--- config.mk ---
export PLATFORM = sky130hd
export DESIGN_NAME = id_regfile
export DESIGN_NICKNAME = d
export VERILOG_FILES = /design/src/rtl/id_regfile_pkg.sv /design/src/rtl/id_regfile_sb_counter.sv /design/src/rtl/id_regfile.sv
export SDC_FILE = /design/constraint.sdc
export NUM_CORES = 2
export LEC_CHECK = 0
export ABC_AREA = 0
export CAP_MARGIN = 15
export CORE_MARGIN = 1
export CORE_UTILIZATION = 60
export CTS_CLUSTER_SIZE = 40
export DETAILED_ROUTE_END_ITERATION = 10
export GPL_TIMING_DRIVEN = 1
export PLACE_DENSITY_LB_ADDON = 0.08
export SLEW_MARGIN = 0
export SYNTH_ARGS = -nofsm -noshare
export SYNTH_HDL_FRONTEND = slang
export SYNTH_HIERARCHICAL = 1
export SYNTH_SLANG_ARGS = --single-unit
export TNS_END_PERCENT = 100
--- constraint.sdc ---
create_clock -name clk -period 4.54 [get_ports clk]
set_clock_uncertainty 0.05 [all_clocks]
set_input_delay 0.454 -clock clk [delete_from_list [all_inputs] [get_ports clk]]
set_output_delay 0.454 -clock clk [all_outputs]
set_load 0.02 [all_outputs]
--- src/rtl/id_regfile_pkg.sv ---
// Shared widths and constants for the ID-stage register file and its
// write-pending scoreboard.
package id_regfile_pkg;

    localparam int          DATA_W   = 32;
    localparam int          ADDR_W   = 5;
    localparam int          NREG     = 32;
    localparam int          CNT_W    = 2;
    localparam int          CNT_MAX  = 3;
    localparam logic [4:0]  REG_ZERO = 5'd0;

endpackage

--- src/rtl/id_regfile_sb_counter.sv ---
// Saturating up/down counter tracking in-flight writes to one register.
// The err output is sticky until reset.
module sb_counter
    import id_regfile_pkg::*;
#(
    parameter int CNT_W = id_regfile_pkg::CNT_W
) (
    input  logic             clk,
    input  logic             rst,
    input  logic             inc,
    input  logic             dec,
    output logic [CNT_W-1:0] cnt,
    output logic             err
);

    localparam logic [CNT_W-1:0] MAX = '1;

    logic [CNT_W-1:0] cnt_q, cnt_d;
    logic             err_q, err_d;

    // Simultaneous inc and dec cancel, so they never trip either limit.
    always_comb begin
        cnt_d = cnt_q;
        err_d = 1'b0;
        case ({inc, dec})
            2'b10: begin
                if (cnt_q == MAX) err_d = 1'b1;
                else              cnt_d = cnt_q + CNT_W'(1);
            end
            2'b01: begin
                if (cnt_q == '0) err_d = 1'b1;
                else             cnt_d = cnt_q - CNT_W'(1);
            end
            default: ;
        endcase
    end

    always_ff @(posedge clk or negedge rst) begin
        if (!rst) begin
            cnt_q <= '0;
            err_q <= 1'b0;
        end else begin
            cnt_q <= cnt_d;
            err_q <= err_q | err_d;
        end
    end

    assign cnt = cnt_q;
    assign err = err_q;

endmodule

--- src/rtl/id_regfile.sv ---
// ID-stage register file with WB bypass and a per-register write-pending
// scoreboard that stalls instructions whose sources are still in flight.
module id_regfile
    import id_regfile_pkg::*;
#(
    parameter int DATA_W = id_regfile_pkg::DATA_W,
    parameter int NREG   = id_regfile_pkg::NREG,
    parameter int CNT_W  = id_regfile_pkg::CNT_W
) (
    input  logic              clk,
    input  logic              rst,
    input  logic [ADDR_W-1:0] id_rs_addr,
    input  logic [ADDR_W-1:0] id_rt_addr,
    input  logic              id_rs_use,
    input  logic              id_rt_use,
    output logic [DATA_W-1:0] id_rs_data,
    output logic [DATA_W-1:0] id_rt_data,
    input  logic              id_issue,
    input  logic [ADDR_W-1:0] id_issue_destR,
    output logic              id_stall,
    input  logic              wb_wreg,
    input  logic [ADDR_W-1:0] wb_destR,
    input  logic [DATA_W-1:0] wb_dest,
    input  logic [ADDR_W-1:0] dbg_addr,
    output logic [DATA_W-1:0] dbg_data,
    output logic              sb_err
);

    logic [DATA_W-1:0] regs_q [NREG];
    logic [NREG-1:0]   inc, dec, pend, cnt_err;
    logic              ret, iss;

    assign ret = wb_wreg && (wb_destR != REG_ZERO);
    assign iss = id_issue && !id_stall && (id_issue_destR != REG_ZERO);

    always_ff @(posedge clk or negedge rst) begin
        if (!rst) begin
            for (int i = 0; i < NREG; i++) regs_q[i] <= '0;
        end else if (ret) begin
            regs_q[wb_destR] <= wb_dest;
        end
    end

    assign id_rs_data = (id_rs_addr == REG_ZERO) ? '0 :
                        (ret && (wb_destR == id_rs_addr)) ? wb_dest : regs_q[id_rs_addr];
    assign id_rt_data = (id_rt_addr == REG_ZERO) ? '0 :
                        (ret && (wb_destR == id_rt_addr)) ? wb_dest : regs_q[id_rt_addr];
    assign dbg_data   = (dbg_addr == REG_ZERO) ? '0 : regs_q[dbg_addr];

    assign inc[0]     = 1'b0;
    assign dec[0]     = 1'b0;
    assign pend[0]    = 1'b0;
    assign cnt_err[0] = 1'b0;

    // pend uses the count as it will be after this cycle's retire, so a
    // dependent instruction leaves ID in the same cycle its producer retires.
    for (genvar r = 1; r < NREG; r++) begin : g_cnt
        logic [CNT_W-1:0] cnt;

        assign inc[r] = iss && (id_issue_destR == ADDR_W'(r));
        assign dec[r] = ret && (wb_destR == ADDR_W'(r));

        sb_counter #(.CNT_W(CNT_W)) u_cnt (
            .clk (clk),
            .rst (rst),
            .inc (inc[r]),
            .dec (dec[r]),
            .cnt (cnt),
            .err (cnt_err[r])
        );

        assign pend[r] = (cnt > CNT_W'(1)) || ((cnt == CNT_W'(1)) && !dec[r]);
    end

    assign id_stall = (id_rs_use && pend[id_rs_addr]) || (id_rt_use && pend[id_rt_addr]);
    assign sb_err   = |cnt_err;

endmodule

==> flow_summary.ini <==
[outcome]
outcome = completed

[worst_setup_path]
path_cells = clkdlybuf4s50_1 -> or2_1 -> o41ai_1 -> nor4_1 -> buf_4 -> nand3_4 -> buf_12 -> nor2_1 -> a211oi_1 -> clkdlybuf4s50_1
required_ns = 4.04
slowest_stage = clkdlybuf4s50_1
r2r-start = g_cnt[2].u_cnt/cnt[0]
crit_buf_inv = 4
arrival_ns = 3.92
cp-end-kind = primary output
cp_common_cell = clkdlybuf4s50_1
path_class = in2out
worstPathMaxFanout = 22
critPathLaunchType = input pin
max_stage_delay_ns = 0.72
crit_path_start = wb_destR[0]
critical_path.top_delay_family = buffers and inverters

[final_layout]
area_growth_pct = 12.5
regArea_sq_mm = 0.0280
layout-drive-gt1-share = 0.361
final_util = 0.685
final_cell_mix = 1363 x nand2_1, 1117 x dfrtp_1, 938 x mux4_2, 545 x mux2_2, 216 x buf_4
final_common_cell = nand2_1
nets = 5774
fillers = 8137
multi_input_area_sq_mm = 0.0397

[timing]
holdWs_ns = 0.305
hold_viol_final = 0
tightest_slew_ns = 1.23
fin_crit_ns = 4.43
rsz0062_at_grt = no
drv_slew = 0
fmax_mhz = 226
timing.final.crit_share = 0.975
setup_viol = 0
slew_headroom = 0.172

[synthesis]
yosysTopAreaCellShare = 0.399
syn_inst = 5645
syn_avg_cell_area_sq_um = 12.4
syn_area_sq_mm = 0.0700
ys_ff_latch = 1117
ys.flop_type = dfrtp_1
seq_area_frac_synth = 0.399
syn_nets = 5770
synth-edff-count = 0
synth_cell_types = 63
async_flop_share = 1.00
synth-warning-count = 6
synth.area.top_cells = dfrtp_1 40%, mux4_2 30%, mux2_2 8.8%
synth_top_area_cell = dfrtp_1

[routing]
wl_um = 237000
drt-initial-drc-count = 7029
drt_pass1_iterations = 6
wl_per_cell_um = 32.6
ant_nets = 0
via_per_inst = 7.22
drc = 0
via_count = 52500

[min_path]
min_path_type = in2async

[floorplanning]
die-area_sq_mm = 0.118
fp-row-count = 124
ios = 161
initial_utilization = 0.609
die_h_um = 344
die_w_um = 344
coreArea_sq_mm = 0.115

[global_route]
grt_pass1_wl_um = 351000
grt_pass1_vias = 52600
antenna_found_initial = 4
grt_overflow = 0
grtUsageTotal = 0.412
grt_max_degree = 123

[cts]
cts_made_buffers = 121
path_clk_slew_ns = 0.06
clock_latency_ns = 0.76
cts_tree = built
ctsHtreeMaxLevel = 3
cts_root_buf = clkbuf_16
clock_path_buffers = 3
cts_sinks = 1117

[placed_design]
hpwl_um = 140000
io_buffers = 160
gp_congestion = 0.918

[power]
leakagePower_nw = 34.2
peakVddDrop_uv = 389
power_density_mw_per_mm2 = 416

[run]
max_cap_violations = 0
[synthesized netlist by cell type, drive strengths merged, types with 7 or more instances]
cell / count
nor2b: 51
a21oi: 82
nand3: 18
nand2: 1374
a211oi: 100
nand2b: 15
nor4b: 7
inv: 116
a31oi: 32
mux4: 938
ha: 62
o21bai: 31
nand4: 9
nor4: 20
buf: 162
mux2: 545
nor3b: 65
clkbuf: 395
mux2i: 127
nor2: 140
o21ai: 118
nor3: 38
dfrtp: 1117
[final timing paths]
kind / end / slack, ns / depth (start not counted)
setup / recovery: id_rs_data[10] / 0.11 / 10
hold / removal: regs_q[250] / 0.31 / 2
setup reg to reg: g_cnt[16].u_cnt/err / 0.94 / 11
hold reg to reg: regs_q[1013] / 0.36 / 0
max in group asynchronous: regs_q[894] / 2.91 / 3
min in group clk: regs_q[251] / 0.36 / 3
[area by class of cell]
class | count | area share
Tap cell | 1512 | 0.0240
Timing Repair Buffer | 437 | 0.0574
Clock buffer | 164 | 0.0438
Inverter | 117 | 0.00565
Multi-Input combinational cell | 3855 | 0.504
Sequential cell | 1117 | 0.355
Clock inverter | 67 | 0.00972
Antenna cell | 3 | 0.0000953
[per-stage QoR]
step | setup TNS (ns) | power, W | instances | worst slack (ns) | instance area (sq um)
floorplan | 0 | 0.0193 | 5645 | 1.11 | 70000
global placement | -0.0724 | 0.0219 | 7033 | -0.0375 | 74500
detailed placement | -0.759 | 0.0222 | 7033 | -0.122 | 74500
CTS | 0 | 0.0327 | 7265 | 0.00738 | 78700
global route | 0 | 0.0340 | 7269 | 0.0691 | 78800
finish | 0 | 0.0328 | 7272 | 0.112 | 78800
[registers in the layout, summed over array words and instances (netlist names)]
signal and count:
regs_q 1024, g_cnt.u_cnt/cnt 62, g_cnt.u_cnt/err 31
[timing repair]
item	in CTS	in global routing
endpoints found under the hold margin	60	0
resized for setup	0	4
setup buffers	0	3
hold buffers	1	0
endpoints found under the setup margin	0	1
[logic make-up after synthesis]
kind of cell    synth area share
compound gates            0.0349
fa+ha+maj                 0.0111
simple gates               0.109
flops                      0.399
buf+inv                   0.0375
xor+xnor                 0.00125
mux                        0.407
[layer usage]
metal	vias up	wire length (um)	global-route usage
met5	-	65	0
met4	6	15100	0.226
met3	818	27700	0.110
met2	3557	107000	0.610
met1	27200	86900	0.559
li1	21000	-	-
[power breakdown]
group | internal, W | leakage (nW) | switching, W
clock | 0.00613 | 2.09 | 0.00439
combinational | 0.00493 | 17.8 | 0.00353
sequential | 0.0118 | 14.3 | 0.00200
total | 0.0228 | 34.2 | 0.00992
Note: power is estimated with default switching activity, not from simulation.
